--- src/rtl/systolic_pkg.sv ---
// Shared types and defaults for the systolic array operand feeder.
package systolic_pkg;

    localparam int unsigned DEFAULT_N = 4;
    localparam int unsigned DEFAULT_W = 8;

    typedef logic [DEFAULT_W-1:0] fp8_t;

    // All-zero bit pattern; the PE adder treats it as +0.
    localparam fp8_t FP8_ZERO = '0;

    typedef enum logic [2:0] {
        ST_IDLE,
        ST_LOAD,
        ST_FULL,
        ST_STREAM,
        ST_DRAIN,
        ST_DONE
    } feeder_state_e;

endpackage

--- src/rtl/fp8_vec_buffer.sv ---
// N-slot operand buffer: one column write port, one read slot per lane.
module fp8_vec_buffer
    import systolic_pkg::*;
#(
    parameter int unsigned N  = DEFAULT_N,
    parameter int unsigned W  = DEFAULT_W,
    parameter int unsigned SW = $clog2(N)
) (
    input  logic            clk,
    input  logic            wr_en,
    input  logic [SW-1:0]   wr_slot,
    input  logic [N*W-1:0]  wr_data,
    input  logic [N*SW-1:0] rd_slot,
    output logic [N*W-1:0]  rd_data
);

    logic [N*W-1:0] mem_q [N];

    // Contents are intentionally not reset; a fresh load always overwrites them.
    always_ff @(posedge clk) begin
        if (wr_en) begin
            mem_q[wr_slot] <= wr_data;
        end
    end

    always_comb begin
        rd_data = '0;
        for (int unsigned i = 0; i < N; i++) begin
            rd_data[i*W +: W] = mem_q[rd_slot[i*SW +: SW]][i*W +: W];
        end
    end

endmodule

--- src/rtl/systolic_feeder.sv ---
// Buffers an NxN operand matrix and streams it as N skewed, zero-padded lanes.
// Optional SYSTOLIC_FEEDER_DRAIN_EN appends N all-zero valid beats after the stream.
module systolic_feeder
    import systolic_pkg::*;
#(
    parameter int unsigned N = DEFAULT_N,
    parameter int unsigned W = DEFAULT_W
) (
    input  logic           clk,
    input  logic           rst,
    input  logic           in_valid,
    output logic           in_ready,
    input  logic [N*W-1:0] in_data,
    input  logic           start,
    output logic [N*W-1:0] out_data,
    output logic           out_valid,
    output logic           busy,
    output logic           done
);

    localparam int unsigned SW = $clog2(N);
    localparam int unsigned TW = $clog2(2*N - 1);
    localparam logic [SW-1:0] CNT_LAST = SW'(N - 1);
    localparam logic [TW-1:0] T_LAST   = TW'(2*N - 2);

    feeder_state_e  state_q, state_d;
    logic [SW-1:0]  count_q, count_d;
    logic [TW-1:0]  t_q, t_d;
`ifdef SYSTOLIC_FEEDER_DRAIN_EN
    logic [SW-1:0]  drain_q, drain_d;
`endif
    logic [N*W-1:0] out_data_q, out_data_d;
    logic           out_valid_q, out_valid_d;
    logic           busy_q, busy_d;
    logic           done_q, done_d;

    logic           xfer;
    logic [N*SW-1:0] rd_slot;
    logic [N*W-1:0]  rd_data;
    logic [N*W-1:0]  lanes;

    assign in_ready  = (state_q == ST_IDLE || state_q == ST_LOAD) && !rst;
    assign xfer      = in_valid && in_ready;
    assign out_data  = out_data_q;
    assign out_valid = out_valid_q;
    assign busy      = busy_q;
    assign done      = done_q;

    fp8_vec_buffer #(
        .N  (N),
        .W  (W),
        .SW (SW)
    ) u_buf (
        .clk     (clk),
        .wr_en   (xfer),
        .wr_slot (count_q),
        .wr_data (in_data),
        .rd_slot (rd_slot),
        .rd_data (rd_data)
    );

    // Lane i reads slot t-i while that lies in 0..N-1, otherwise pads with zero.
    always_comb begin
        rd_slot = '0;
        lanes   = '0;
        for (int unsigned i = 0; i < N; i++) begin
            if (t_q >= TW'(i) && (t_q - TW'(i)) < TW'(N)) begin
                rd_slot[i*SW +: SW] = SW'(t_q - TW'(i));
                lanes[i*W +: W]     = rd_data[i*W +: W];
            end else begin
                lanes[i*W +: W]     = FP8_ZERO;
            end
        end
    end

    // Outputs are registered, so the beat for index t is loaded on the edge that
    // leaves FULL (t=0) or on each STREAM edge; t_q always names the next beat.
    always_comb begin
        state_d     = state_q;
        count_d     = count_q;
        t_d         = t_q;
`ifdef SYSTOLIC_FEEDER_DRAIN_EN
        drain_d     = drain_q;
`endif
        out_data_d  = '0;
        out_valid_d = 1'b0;
        done_d      = 1'b0;

        unique case (state_q)
            ST_IDLE: begin
                if (xfer) begin
                    count_d = SW'(1);
                    state_d = ST_LOAD;
                end
            end
            ST_LOAD: begin
                if (xfer) begin
                    if (count_q == CNT_LAST) begin
                        state_d = ST_FULL;
                    end else begin
                        count_d = count_q + SW'(1);
                    end
                end
            end
            ST_FULL: begin
                if (start) begin
                    out_data_d  = lanes;
                    out_valid_d = 1'b1;
                    t_d         = t_q + TW'(1);
                    state_d     = ST_STREAM;
                end
            end
            ST_STREAM: begin
                out_data_d  = lanes;
                out_valid_d = 1'b1;
                if (t_q == T_LAST) begin
                    t_d = '0;
`ifdef SYSTOLIC_FEEDER_DRAIN_EN
                    drain_d = '0;
                    state_d = ST_DRAIN;
`else
                    state_d = ST_DONE;
`endif
                end else begin
                    t_d = t_q + TW'(1);
                end
            end
`ifdef SYSTOLIC_FEEDER_DRAIN_EN
            ST_DRAIN: begin
                out_valid_d = 1'b1;
                if (drain_q == CNT_LAST) begin
                    drain_d = '0;
                    state_d = ST_DONE;
                end else begin
                    drain_d = drain_q + SW'(1);
                end
            end
`endif
            ST_DONE: begin
                done_d  = 1'b1;
                count_d = '0;
                state_d = ST_IDLE;
            end
            default: begin
                state_d = ST_IDLE;
            end
        endcase

        busy_d = out_valid_d;
    end

    always_ff @(posedge clk) begin
        if (rst) begin
            state_q     <= ST_IDLE;
            count_q     <= '0;
            t_q         <= '0;
`ifdef SYSTOLIC_FEEDER_DRAIN_EN
            drain_q     <= '0;
`endif
            out_data_q  <= '0;
            out_valid_q <= 1'b0;
            busy_q      <= 1'b0;
            done_q      <= 1'b0;
        end else begin
            state_q     <= state_d;
            count_q     <= count_d;
            t_q         <= t_d;
`ifdef SYSTOLIC_FEEDER_DRAIN_EN
            drain_q     <= drain_d;
`endif
            out_data_q  <= out_data_d;
            out_valid_q <= out_valid_d;
            busy_q      <= busy_d;
            done_q      <= done_d;
        end
    end

endmodule

--- config.mk ---
export PLATFORM = sky130hd
export DESIGN_NAME = systolic_feeder
export DESIGN_NICKNAME = d
export VERILOG_FILES = /design/src/rtl/systolic_pkg.sv /design/src/rtl/fp8_vec_buffer.sv /design/src/rtl/systolic_feeder.sv
export SDC_FILE = /design/constraint.sdc
export NUM_CORES = 1
export LEC_CHECK = 0
export BUFFER_PORTS_ARGS = -buffer_cell sky130_fd_sc_hd__buf_2
export CAP_MARGIN = 15
export CELL_PAD_IN_SITES_DETAIL_PLACEMENT = 1
export CELL_PAD_IN_SITES_GLOBAL_PLACEMENT = 2
export CORE_MARGIN = 2
export CORE_UTILIZATION = 49
export CTS_BUF_LIST = sky130_fd_sc_hd__clkbuf_4
export DETAILED_ROUTE_END_ITERATION = 8
export PLACE_DENSITY = 0.89
export SYNTH_ARGS = -nofsm -noshare
export SYNTH_HDL_FRONTEND = slang
export SYNTH_SLANG_ARGS = --single-unit
--- constraint.sdc ---
create_clock -name clk -period 6 [get_ports clk]
set_input_delay 0.6 -clock clk [delete_from_list [all_inputs] [get_ports clk]]
set_output_delay 0.6 -clock clk [all_outputs]
set_load 0.01 [all_outputs]
Word-level counts from Yosys, hierarchy flattened
Memories as Yosys holds them, arrays and structs flattened.
Index checks and enable logic that the tools add are counted.
{ "word_totals": {"regBits": 42, "ram_bits": 128, "n_memories": 1, "wordCells": 74} }
{ "mem_list": {"columns": ["name", "words", "word_bits", "read_ports", "rd_ports_with_merged_regs", "write_ports", "line", "source"], "rows": [
  ["u_buf.mem_q", 4, 32, 4, 0, 1, "fp8_vec_buffer.sv:17", "logic [N*W-1:0] mem_q [N];"]
]} }
{ "op_classes": {"magnitude_cmp": 8, "n_reduce_logical": 14, "muxes": 28, "eq_ne": 12, "addsub": 5} }
{ "ops": {"columns": ["cell", "n"], "rows": [
  ["$pmux W32 S2", 1],
  ["$mux W32", 1],
  ["$mux W8", 4],
  ["$mux W3", 7],
  ["$mux W2", 7],
  ["$lt A3 B3 Y1 const B", 4],
  ["$pmux W3 S4", 1],
  ["$eq A3 B2 Y1 const B", 2],
  ["$eq A3 B3 Y1 const B", 2],
  ["$ge A3 B1 Y1 const B", 2],
  ["$ge A3 B2 Y1 const B", 2],
  ["$logic_and A1 B1 Y1", 6],
  ["$ne A2 B1 Y1 const B", 3],
  ["$ne A2 B2 Y1 const B", 3],
  ["$pmux W2 S3", 1],
  ["$pmux W3 S2", 1],
  ["$sub A3 B2 Y3 const B", 2],
  ["$reduce_and A5 Y1", 1],
  ["$mux W1", 4],
  ["$reduce_and A4 Y1", 1],
  ["$add A3 B1 Y3 const B", 1],
  ["$eq A3 B1 Y1 const B", 1],
  ["$logic_not A3 Y1", 1],
  ["$reduce_bool A3 Y1", 1],
  ["8 further kinds", 8]
]} }

Depth between registers and ports, before layout
An unclocked memory read counts as a cell.
{ "logic_depth": {"depth_word": 8, "ltp_mapped": 9} }

Modules after synthesis
Synthesis repeated with hierarchy kept, for this count alone.
{ "hier_totals": {"hier_cells": 319, "hier_area_um2": 6314.8} }
{ "modules_own_cells": {"columns": ["module", "cells_per_inst", "seq_area_each_um2", "instances", "area_per_inst_um2"], "rows": [
  ["fp8_vec_buffer", 172, 3843.7, 1, 4660.7],
  ["systolic_feeder", 147, 840.8, 1, 1654.1]
]} }

Worst setup path before layout
Ideal clock, no wire load.
{ "synth_path": {"path_type": "input port to flip-flop", "from": "input port rst", "to": "memory u_buf.mem_q[0][0] in the netlist's numbering, enable pin", "slack_ns": 3.683, "setup_ns": 0.392, "path_buffers": 1, "path_stages": 4, "arrival_ns": 1.925, "path_cell_list": "buf_2 nor2_1 and3_1 and2_1"} }
{ "synth_between": {"elab_chain_cells": 5} }
{ "synth_rtl": {"columns": ["item", "line", "source"], "rows": [
  ["start, declared", "systolic_feeder.sv:10", "input logic rst,"],
  ["$logic_not A1 Y1", "systolic_feeder.sv:42", "assign in_ready = (state_q == ST_IDLE || state_q == ST_LOAD) && !rst;"],
  ["$logic_and A1 B1 Y1", "systolic_feeder.sv:42", null],
  ["$logic_and A1 B1 Y1", "systolic_feeder.sv:43", "assign xfer = in_valid && in_ready;"],
  ["$mux W1", "fp8_vec_buffer.sv:21", "if (wr_en) begin"],
  ["$mux W1 (implied by the code)", "fp8_vec_buffer.sv:22", "mem_q[wr_slot] <= wr_data;"],
  ["end, declared", "fp8_vec_buffer.sv:17", null]
]} }
Every way passes these cells.

Worst setup path after layout
{ "layout_path": {"from": "register t_q[2]", "to": "register out_data_q[14] (netlist: out_data[14])"} }
{ "layout_between": {"elab_chain_cells": 8, "elab_cells_between_ends": 9} }
{ "layout_rtl": {"columns": ["item", "line", "source"], "rows": [
  ["start, declared", "systolic_feeder.sv:28", "logic [TW-1:0] t_q, t_d;"],
  ["start signal, assigned", "systolic_feeder.sv:167", "t_q <= t_d;"],
  ["$sub A3 B1 Y3", null, null],
  ["$lt A3 B3 Y1", "systolic_feeder.sv:67", "if (t_q >= TW'(i) && (t_q - TW'(i)) < TW'(N)) begin"],
  ["$logic_and A1 B1 Y1 (*)", "systolic_feeder.sv:67", null],
  ["$mux W2", "systolic_feeder.sv:67", null],
  ["$mem_v2 Z4 W32", null, null],
  ["$mux W8 (*)", "systolic_feeder.sv:67", null],
  ["$mux W32", "systolic_feeder.sv:106", "if (start) begin"],
  ["$pmux W32 S2 (*)", "systolic_feeder.sv:89", "unique case (state_q)"],
  ["end signal, assigned", "systolic_feeder.sv:171", "out_data_q <= out_data_d;"],
  ["end, declared", "systolic_feeder.sv:32", "logic [N*W-1:0] out_data_q, out_data_d;"]
]} }
Mark *: on every way between the ends. The rest lies on a longest branch, timed or not.
A chain may end at the register's enable or synchronous reset.

==> results.json <==
{
  "run_status": "finished, final reports clean",
  "cts_resized": 0,
  "cts-root-buf": "clkbuf_4",
  "synth-main-ff-cell": "edfxtp_1",
  "fin_util_pct": 56.74,
  "required_ns": 6.48,
  "io_buffers": 71,
  "hp-class": "in -> reg",
  "worst_ep_arrival_time_ns": 3.27,
  "async_flop_share_pct": 0,
  "fin_crit_ns": 2.790,
  "core-area_um2": 12570,
  "drtIter0Drc": 150,
  "max_freq_ghz": 0.3584,
  "layout-drive-gt1-share_pct": 34.56,
  "cts.sinks": 170,
  "p_per_area_nw_per_um2": 283.7,
  "clock_latency_ns": 0.55,
  "final.setup.tns_ns": 0,
  "ys_seq_elements": 170,
  "ys_seq_area_share_pct": 74.33,
  "met1_usage_pct": 22.77,
  "vias": 3266,
  "die_width_um": 117.4,
  "power.leakage_nw": 2.571,
  "grt_pass1_vias": 3615,
  "first_pass_iters": 4,
  "dieArea_um2": 13790,
  "hpwl_um": 8388,
  "yosys_warnings": 0,
  "grt_pass1_wl_um": 19510,
  "met2_usage_pct": 32.16,
  "path_class": "reg -> reg",
  "fin_nets": 468,
  "min_period_over_period_pct": 46.51,
  "yosysMostFrequentCell": "edfxtp_1",
  "netlist_instances": 340,
  "synth_top_cell_by_area": "edfxtp_1",
  "syn2layout_area_growth_pct": 13.16,
  "slew_violations": 0,
  "clockBufferDepth": 2,
  "end_kind": "flip-flop",
  "antenna_found_initial": 1,
  "syn_nets": 387,
  "gp_congestion": 0.7333,
  "antenna_left": 0,
  "grt_max_degree": 27,
  "die-height_um": 117.4,
  "ys_top_cells_by_area": "edfxtp_1 (61%), dfxtp_1 (13%), mux4_2 (8.6%)",
  "clk_pin_slew_ns": 0.14,
  "start_util_pct": 50.14,
  "grt_overflow": 0,
  "rsz0062_at_grt": "false",
  "grt_busiest_layer": "met2",
  "yosys-top-cells-count": "edfxtp_1 (128), dfxtp_1 (42), mux4_2 (24), and3_1 (18), nor2b_1 (12)",
  "cp_max_fo": 12,
  "tightestPinTransition_ns": 1.144,
  "max_slew_margin_pct": 23.75,
  "track_usage_pct": 18.98,
  "cts_tree": "built",
  "nFillCells": 1158,
  "drc": 0,
  "rows": 41,
  "crit_path_start_kind": "flip-flop",
  "syn_area_um2": 6302,
  "io_pins": 72,
  "max_cap_viol_count": 0,
  "ir_drop_mv": 0.1713,
  "cts_max_level": 4,
  "wire_per_inst_um": 20.34,
  "viasPerCell": 5.381,
  "cts_made_buffers": 17,
  "hold_violations": 0,
  "clock_skew_ns": 0.01663,
  "synth-edff-count": 128,
  "finalSetupViolations": 0,
  "synth_cell_types": 46,
  "postCtsSetupBuffers": 0,
  "grt_use_met3_pct": 5.593,
  "avgSynthCellArea_um2": 18.54,
  "ctsHoldBuffers": 0,
  "synth_top_area_share_pct": 60.99,
  "drt-total-wl_um": 12350
}
## cell type report
cell class / count / area (um2) / area share, %
clock buffers: 17 / 127.6 / 1.789
well taps: 172 / 215.2 / 3.018
repair buffers: 75 / 385.4 / 5.404
flip-flops and latches: 170 / 4684 / 65.68
diodes: 1 / 2.502 / 0.03509
clock inverters: 15 / 175.2 / 2.456
inverters: 14 / 52.55 / 0.7368
multi-input cells: 143 / 1489 / 20.88
## layer usage
metal | up-vias | wire length (um)
met4 | 0 | 232
met2 | 69 | 6501
met1 | 1673 | 5199
li1 | 1505 | -
met5 | - | 0
met3 | 19 | 413
## cells by family after synthesis
kind of cell / Yosys count / share of synthesized area (%)
flip-flops: 170 / 74.33
AND/OR/NAND/NOR: 62 / 5.976
buffers and inverters: 27 / 2.045
multiplexers: 33 / 10.03
adder cells (fa/ha/maj): 11 / 2.184
AO/OA/AOI/OAI: 35 / 5.162
XOR/XNOR: 2 / 0.2780
## flip-flops by register name, indices dropped and copies added, names as in the netlist
signal       count
count_q          2
done             1
busy             1
out_data        32
u_buf.mem_q    128
t_q              3
state_q          3
## critical path, cell delays in order (launching register included)
cell and delay, ns:
dfxtp_1 0.59, inv_2 0.20, ha_1 0.26, nor2b_1 0.17
o32ai_2 0.93, a21oi_4 0.20, a221oi_2 0.35
## cell usage in the layout, fill, tap and decap left out, types with 3 or more instances in the layout
cell type / synthesis / final
a21oi_1: 5 / 5
a221oi_2: 8 / 8
and2_1: 5 / 5
and3_1: 18 / 18
buf_2: 4 / 71
buf_4: 2 / 4
bufinv_16: 0 / 3
clkbuf_4: 0 / 17
clkinv_2: 0 / 3
clkinv_4: 0 / 3
clkinvlp_4: 0 / 3
dfxtp_1: 42 / 42
edfxtp_1: 128 / 128
ha_1: 11 / 11
inv_1: 11 / 11
inv_2: 3 / 3
mux2i_1: 8 / 8
mux4_2: 24 / 24
nand2_1: 7 / 7
nand2_2: 3 / 3
nor2_1: 4 / 4
nor2b_1: 12 / 12
o211ai_1: 8 / 8
## metrics by stage
step | area (um2) | setup slack [ns] | cells | hold WS [ns] | total power, W
floorplan | 6302 | 3.683 | 340 | 0.4807 | 0.001333
global placement | 6827 | 3.337 | 574 | 0.5118 | 0.001359
detailed placement | 6827 | 3.216 | 574 | 0.5217 | 0.001365
CTS | 7129 | 3.201 | 606 | 0.1869 | 0.002046
global route | 7132 | 3.003 | 607 | 0.1925 | 0.002095
finish | 7132 | 3.210 | 607 | 0.2563 | 0.002023
## worst paths after layout
check | cells past startpoint | end | from | slack [ns]
setup / recovery | 6 | out_data[14]$_SDFF_PP0_ | t_q[2]$_SDFFE_PP0P_ | 3.21
hold / removal | 1 | u_buf.mem_q[1][21]$_DFFE_PP_ | in_data[21] | 0.26
setup reg to reg | 6 | out_data[14]$_SDFF_PP0_ | t_q[2]$_SDFFE_PP0P_ | 3.21
hold reg to reg | 2 | out_data[9]$_SDFF_PP0_ | u_buf.mem_q[0][9]$_DFFE_PP_ | 0.54
## where the power goes
part	total, W	internal, W	leakage [nW]	switching, W
Sequential	0.00129	0.00128	1.50	0.00000612
Combinational	0.0000516	0.0000212	0.913	0.0000304
Clock	0.000686	0.000289	0.156	0.000396
Total	0.00202	0.00159	2.57	0.000433
Power figures use the tool's default switching activity.
